==> config.mk <==
export PLATFORM = sky130hd
export DESIGN_NAME = pln_seq
export DESIGN_NICKNAME = d
export VERILOG_FILES = /design/src/rtl/pln_seq.sv
export SDC_FILE = /design/constraint.sdc
export NUM_CORES = 1
export LEC_CHECK = 0
export ABC_AREA = 1
export BUFFER_PORTS_ARGS = -buffer_cell sky130_fd_sc_hd__buf_2
export CAP_MARGIN = 20
export CORE_MARGIN = 2
export CORE_UTILIZATION = 51
export CTS_CLUSTER_DIAMETER = 150
export DETAILED_ROUTE_END_ITERATION = 12
export GPL_TIMING_DRIVEN = 0
export PLACE_DENSITY = 0.77
export SYNTH_ARGS = -nofsm -noshare
export SYNTH_HDL_FRONTEND = slang
export SYNTH_SLANG_ARGS = --single-unit
export TNS_END_PERCENT = 5
==> constraint.sdc <==
create_clock -name clk -period 2.15 [get_ports clk]
set_input_delay 0.1075 -clock clk [delete_from_list [all_inputs] [get_ports clk]]
set_output_delay 0.1075 -clock clk [all_outputs]
set_load 0.005 [all_outputs]
==> src/rtl/pln_seq.sv <==
// rtl/pln_seq.sv - multi-cycle instruction pipeline sequencer with bus timeout
module pln_seq #(
    parameter int PC_W        = 16,
    parameter int PC_RESET    = 0,
    parameter int SKIP_W      = 2,
    parameter int MEM_TIMEOUT = 15
) (
    input  logic              clk,
    input  logic              rst,
    input  logic              stall,
    input  logic              resume,
    output logic              imem_req,
    input  logic              imem_ack,
    input  logic              dec_mem_access,
    input  logic              dec_mem_write,
    input  logic              halt_req,
    input  logic              ex_branch_taken,
    input  logic              ex_branch_abs,
    input  logic [PC_W-1:0]   ex_target,
    input  logic [SKIP_W-1:0] ex_skip,
    input  logic              wb_en,
    output logic              dmem_req,
    output logic              dmem_we,
    input  logic              dmem_ack,
    output logic              rf_we_strobe,
    output logic [2:0]        stage,
    output logic [PC_W-1:0]   pc,
    output logic              halted,
    output logic              bus_err,
    output logic [15:0]       instr_count
);

    localparam int TW = $clog2(MEM_TIMEOUT + 1);

    typedef enum logic [2:0] {
        FETCH     = 3'd0,
        DECODE    = 3'd1,
        EXECUTE   = 3'd2,
        MEMORY    = 3'd3,
        MEM_WAIT  = 3'd4,
        WRITEBACK = 3'd5,
        HALT      = 3'd6,
        ERROR     = 3'd7
    } state_t;

    state_t            state;
    state_t            state_next;
    logic [TW-1:0]     tmo_cnt;
    logic              tmo_hit;
    logic              waiting;
    logic              mem_access_r;
    logic              mem_write_r;
    logic              br_taken_r;
    logic              br_abs_r;
    logic [PC_W-1:0]   target_r;
    logic [SKIP_W-1:0] skip_r;
    logic [PC_W-1:0]   pc_next;
    logic              wb_retire;
    logic              halt_retire;

    // The last permitted no-ack cycle; an ack arriving in it still wins.
    assign tmo_hit = (tmo_cnt == TW'(MEM_TIMEOUT - 1));

    // Cycles in which the sequencer is waiting on a bus acknowledge that has not come.
    assign waiting = ((state == FETCH) && !imem_ack) || ((state == MEM_WAIT) && !dmem_ack);

    assign wb_retire   = (state == WRITEBACK) && !stall;
    assign halt_retire = (state == HALT) && resume;

    // Next-state decode.
    always_comb begin
        state_next = state;
        case (state)
            FETCH: begin
                if (imem_ack)     state_next = DECODE;
                else if (tmo_hit) state_next = ERROR;
            end
            DECODE: begin
                if (!stall) state_next = halt_req ? HALT : EXECUTE;
            end
            EXECUTE: begin
                if (!stall) state_next = mem_access_r ? MEMORY : WRITEBACK;
            end
            MEMORY:   state_next = MEM_WAIT;
            MEM_WAIT: begin
                if (dmem_ack)     state_next = WRITEBACK;
                else if (tmo_hit) state_next = ERROR;
            end
            WRITEBACK: begin
                if (!stall) state_next = FETCH;
            end
            HALT: begin
                if (resume) state_next = FETCH;
            end
            ERROR:    state_next = ERROR;
            default:  state_next = ERROR;
        endcase
    end

    // Branch resolution for the retiring instruction, modulo 2^PC_W.
    always_comb begin
        pc_next = pc + PC_W'(1);
        if (br_taken_r) begin
            if (br_abs_r) pc_next = target_r;
            else          pc_next = pc + PC_W'(1) + PC_W'(skip_r);
        end
    end

    // State register and timeout counter; the counter restarts on every state change.
    always_ff @(posedge clk or negedge rst) begin
        if (!rst) begin
            state   <= FETCH;
            tmo_cnt <= '0;
        end else begin
            state <= state_next;
            if (state_next != state) tmo_cnt <= '0;
            else if (waiting)        tmo_cnt <= tmo_cnt + TW'(1);
        end
    end

    // Capture decode and execute fields only when those stages advance.
    always_ff @(posedge clk or negedge rst) begin
        if (!rst) begin
            mem_access_r <= 1'b0;
            mem_write_r  <= 1'b0;
            br_taken_r   <= 1'b0;
            br_abs_r     <= 1'b0;
            target_r     <= '0;
            skip_r       <= '0;
        end else begin
            if ((state == DECODE) && !stall) begin
                mem_access_r <= dec_mem_access;
                mem_write_r  <= dec_mem_write;
            end
            if ((state == EXECUTE) && !stall) begin
                br_taken_r <= ex_branch_taken;
                br_abs_r   <= ex_branch_abs;
                target_r   <= ex_target;
                skip_r     <= ex_skip;
            end
        end
    end

    // Architectural state: pc, retired count and the halted / sticky error flags.
    always_ff @(posedge clk or negedge rst) begin
        if (!rst) begin
            pc          <= PC_W'(PC_RESET);
            instr_count <= '0;
            halted      <= 1'b0;
            bus_err     <= 1'b0;
        end else begin
            if (wb_retire)        pc <= pc_next;
            else if (halt_retire) pc <= pc + PC_W'(1);
            if ((wb_retire || halt_retire) && (instr_count != 16'hFFFF))
                instr_count <= instr_count + 16'd1;
            halted  <= (state_next == HALT);
            bus_err <= bus_err || (state_next == ERROR);
        end
    end

    // Requests follow the state; reset gates them so they drop while reset is held.
    assign stage        = state;
    assign imem_req     = rst && (state == FETCH);
    assign dmem_req     = rst && ((state == MEMORY) || (state == MEM_WAIT));
    assign dmem_we      = dmem_req && mem_write_r;
    assign rf_we_strobe = rst && wb_retire && wb_en;

endmodule

**Yosys cells after proc, flatten, opt, wreduce, memory -nomap -nowiden**

Index checks and enable logic that the tools add are counted.

- Register bits after elaboration: 63

- Add/sub/neg operators: 4
- Equality and inequality tests: 12
- Multiplexer cells: 16
- Reductions and logical operators: 22

Operator list:

| operator | number |
|---|---|
| 2-to-1 mux 16 bit | 4 |
| adder 16 x 1 -> 16 bit, second input constant | 2 |
| 2-to-1 mux 3 bit | 9 |
| one-hot mux 3 bit (8 select lines) | 1 |
| == test 3 bit, second input constant | 6 |
| adder 16 x 2 -> 16 bit | 1 |
| != test 16 bit, second input constant | 1 |
| logical AND 1 bit | 12 |
| 2-to-1 mux 4 bit | 2 |
| == test 3 x 2 -> 1 bit, second input constant | 2 |
| adder 4 x 1 -> 4 bit, second input constant | 1 |
| == test 4 bit, second input constant | 1 |
| logical OR 1 bit | 4 |
| nonzero test 2 bit | 2 |
| == test 3 x 1 -> 1 bit, second input constant | 1 |
| logical NOT 1 bit | 3 |
| logical NOT 3 bit | 1 |
| != test 3 bit | 1 |

**Longest topological paths before layout**

- Word-level depth: 6
- Mapped depth: 16
- Depth with buffers taken out: 16

**Worst setup path before layout**

OpenSTA, ideal clock, no wires.

- Path kind: flip-flop to flip-flop
- From: register pc[0]
- To: register pc[9]
- Setup time: 0.126 ns
- Data arrival time: 1.933 ns
- Data required time: 2.024 ns
- Slack: 0.092 ns
- Stages on the path, launching flop included: 12
- Buffers on the path: 0
- Clock period less this slack: 2.058 ns
- Cell sequence: dfrtp_1 -> ha_1 -> ha_1 -> a21o_1 -> nand2_1 -> nor2_1 -> nand2_1 -> nor2_4 -> nand2_4 -> xor2_1 -> o21ai_0 -> a21oi_1

- Cells in the longest elaborated chain, start to end: 5
- Elaborated cells between the ends (all ways): 6
- Those cells by class: 2 x add/sub; 4 x mux

Ends and longest elaborated chain:

| what | RTL line | RTL |
|---|---|---|
| start: declaration | 27 | `output logic [PC_W-1:0] pc,` |
| start signal: assignment | 147 | `pc <= PC_W'(PC_RESET);` |
| start signal: assignment | 152 | `if (wb_retire) pc <= pc_next;` |
| start signal: assignment | 153 | `else if (halt_retire) pc <= pc + PC_W'(1);` |
| adder 16 x 1 -> 16 bit * | 102, 105, 153 |  |
| adder 16 x 2 -> 16 bit | 105 | `else pc_next = pc + PC_W'(1) + PC_W'(skip_r);` |
| 2-to-1 mux 16 bit | 104 | `if (br_abs_r) pc_next = target_r;` |
| 2-to-1 mux 16 bit | 103 | `if (br_taken_r) begin` |
| 2-to-1 mux 16 bit * | 152 |  |

Mark *: on every way between the ends. The rest lies on a longest branch, timed or not. The select of a mux whose other input is x is not followed.
A chain may end at the register's enable or synchronous reset.

**Worst setup path after layout**

- From: register pc[1]
- To: register pc[11]

Same word-level chain as after synthesis.

==> impl_metrics.yaml <==
run_status:
  status: "finished, final reports clean"
power:
  switchingPower_uw: 2332
  p_per_area_mw_per_mm2: 1124
  vdd_ir_drop_max_mv: 0.9340
  switching_share_pct: 42.41
  clkPwrFrac_pct: 18.3
  power_frac_comb_pct: 45.5
  intPower_uw: 3167
  leakagePower_uw: 0.002440
  p_seq_share_pct: 36.2
yosys:
  syn_nets: 529
  yosysWarnings: 0
  synth_edf_count: 0
  synth_cell_types: 45
  netlist_area_mm2: 0.003907
  synth-main-ff-cell: "dfrtp_1"
  synth-seq-cells: 63
  avgSynthCellArea_um2: 7.942
  ys_async_sr_fraction_pct: 100.0
  syn-instance-count: 492
  synth_seq_area_share_pct: 40.35
route:
  dr.pass1.iters: 5
  drc: 0
  top_layer_used: "met4"
  routedWlPerCell_um: 13.66
  vias: 3684
  routed_wl_um: 9564
  first_iter_violations: 205
  drt-met1-wl_um: 4253
  met3_length_um: 661
  wl_met2_um: 4536
  postRouteAntennaNets: 0
  vias_per_cell: 5.263
timing:
  relSlewSlack_pct: 46.58
  finalClockSkew_ns: 0.007790
  setup_violations: 0
  tightest_slew_ns: 0.8013
  grt_setup_unrepaired: "true"
  final-hold-violation-count: 0
  min_period_over_period_pct: 98.95
  fmax_mhz: 470.1
  fin_crit_ns: 2.127
  holdWs_ns: 0.008110
  final-max-slew-violation-count: 0
floorplanning:
  die_height_um: 91.53
  core-area_mm2: 0.007331
  start_util_pct: 53.30
  io_pins: 71
  die_x_um: 91.53
  row_count: 31
  dieArea_mm2: 0.008378
placed_design:
  place_congestion: 0.8700
  port_buffers: 70
  dp_hpwl_um: 6698
  postPlaceCellArea_mm2: 0.004384
layout:
  n_antenna_cell: 0
  area_growth_pct: 25.20
  final_layout_size_suffix_gt1_share_pct: 29.62
  final_cell_area_mm2: 0.004892
  layout_commonest_cell: "nand2_1"
  fin_nets: 633
  layout_common_cells: "nand2_1 (121), buf_2 (71), dfrtp_1 (60), nor2_1 (49), inv_1 (41)"
  fill_cells: 626
worst_setup_path:
  path_class: "register to register"
  path_max_fanout: 5
  worstSetupEndpointType: "register"
  crit_path_start_kind: "register"
  crit_arrival_ns: 2.36
  crit_required_ns: 2.38
global_routing:
  grt_pass1_vias: 3536
  track_usage_pct: 23.73
  grt_overflow: 0
  antenna_found_initial: 0
  grt_first_pass_wirelength_um: 16000
  grt_max_degree: 66
min_path:
  hp-class: "input port to register"
clock_tree:
  cts_tree: "yes"
  clock_tree.root_cell: "clkbuf_8"
  htreeDepth: 3
  clk_latency_ns: 0.34
  clockBufferDepth: 2
  clkTransAtPathRegs_ns: 0.07
  clkSinkCount: 63
  numCtsBuffers: 9
flow_run:
  maxCapViolCount: 0
## synthesized netlist by cell type, types with 6 or more instances
library cell  instances  area (µm²)
dfrtp_1              63        1577
nand2_2              12       75.07
nand2_1             124       465.5
nand3_1              30       150.1
o21ai_0              27       135.1
nor2_4                6       67.56
mux2_2               20       225.2
nand4_1              11       68.82
a21oi_1              16       80.08
nor2_1               52       195.2
nor2_2               10       62.56
inv_2                 6       22.52
xor2_1               14       122.6
inv_1                43       161.4
ha_1                  6       75.07
xnor2_1               6       52.55
## cell families after synthesis
kind of cell | share of synthesized area (%)
AO/OA/AOI/OAI | 8.998
XOR/XNOR | 4.899
adder cells (fa/ha/maj) | 2.434
buffers and inverters | 6.884
flip-flops | 40.35
multiplexers | 5.764
AND/OR/NAND/NOR | 30.68
## critical path: stages, from the launching register on
cell and delay (ns):
dfrtp_2 0.45, ha_4 0.27, ha_4 0.26, a21o_1 0.11, nand2_2 0.07, nor2_4 0.14
nand2_4 0.08, nor2_4 0.15, nand2_4 0.08, nor2_4 0.07, nand2_1 0.05, nand3_1 0.09
nand2_1 0.07, nand2_1 0.07, nand2_1 0.05
## area by class of cell
type                            count  area (µm²)  share of cell area [%]
Timing Repair Buffer               93       570.5                   11.66
Clock buffer                       10       127.6                   2.609
Inverter                           51       191.4                   3.913
Tap cell                           99       123.9                   2.532
Clock inverter                      6       61.31                   1.253
Multi-Input combinational cell    368        2160                   44.14
Sequential cell                    63        1580                   32.30
Buffer                             10       77.57                   1.586
## repair_timing
action                     CTS  global route
hold buffers                18             0
setup buffers                2             3
hold endpoints to repair    80             0
resized for setup            3            26
gates cloned                 0             0
setup endpoints to repair    5            18
pin swaps                    2            14
## metal layers
layer	vias up	global-route usage, %
li1	1809	-
met1	1723	31.15
met2	137	39.52
met3	15	5.311
met4	0	6.439
met5	-	0
## sequential cells by signal, summed over array words and instances, names as in the netlist
| signal | flops |
|---|---|
| stage | 3 |
| pc | 16 |
| mem_write_r | 1 |
| halted | 1 |
| br_taken_r | 1 |
| target_r | 16 |
| instr_count | 16 |
| br_abs_r | 1 |
| tmo_cnt | 4 |
| mem_access_r | 1 |
| bus_err | 1 |
| skip_r | 2 |
## through the flow
stage / std cells / power, µW / utilization, % / setup TNS (ns) / setup WS, ns
6_report: 700 / 5500 / 66.73 / 0 / 0.02267
3_5_place_dp: 661 / 4224 / 59.81 / -0.2844 / -0.1042
4_1_cts: 697 / 5314 / 65.28 / 0 / 0.007790
2_1_floorplan: 492 / 3540 / - / 0 / 0.09156
5_1_grt: 700 / 5940 / 66.73 / -0.5017 / -0.1105
3_3_place_gp: 661 / 4142 / 59.77 / -0.08383 / -0.05255
## final timing paths
check	startpoint	endpoint	slack, ns	cells after the start
setup reg to reg	pc[1]	pc[11]	0.02	14
setup / recovery	pc[1]	pc[11]	0.02	14
min in group asynchronous	rst	pc[0]	0.39	2
hold / removal	ex_skip[0]	skip_r[0]	0.008	2
max in group asynchronous	rst	stage[1]	1.19	2
hold reg to reg	bus_err	bus_err	0.49	1
## power by group through the flow
stage	combinational, µW	clock, µW	sequential, µW
final	2500	1000	1990
after global routing	2820	1070	2050
after global placement	2180	0	1960
after floorplan	1620	0	1920
after detailed placement	2240	0	1980
after CTS	2320	1020	1970
(Power assumes the default switching activity.)
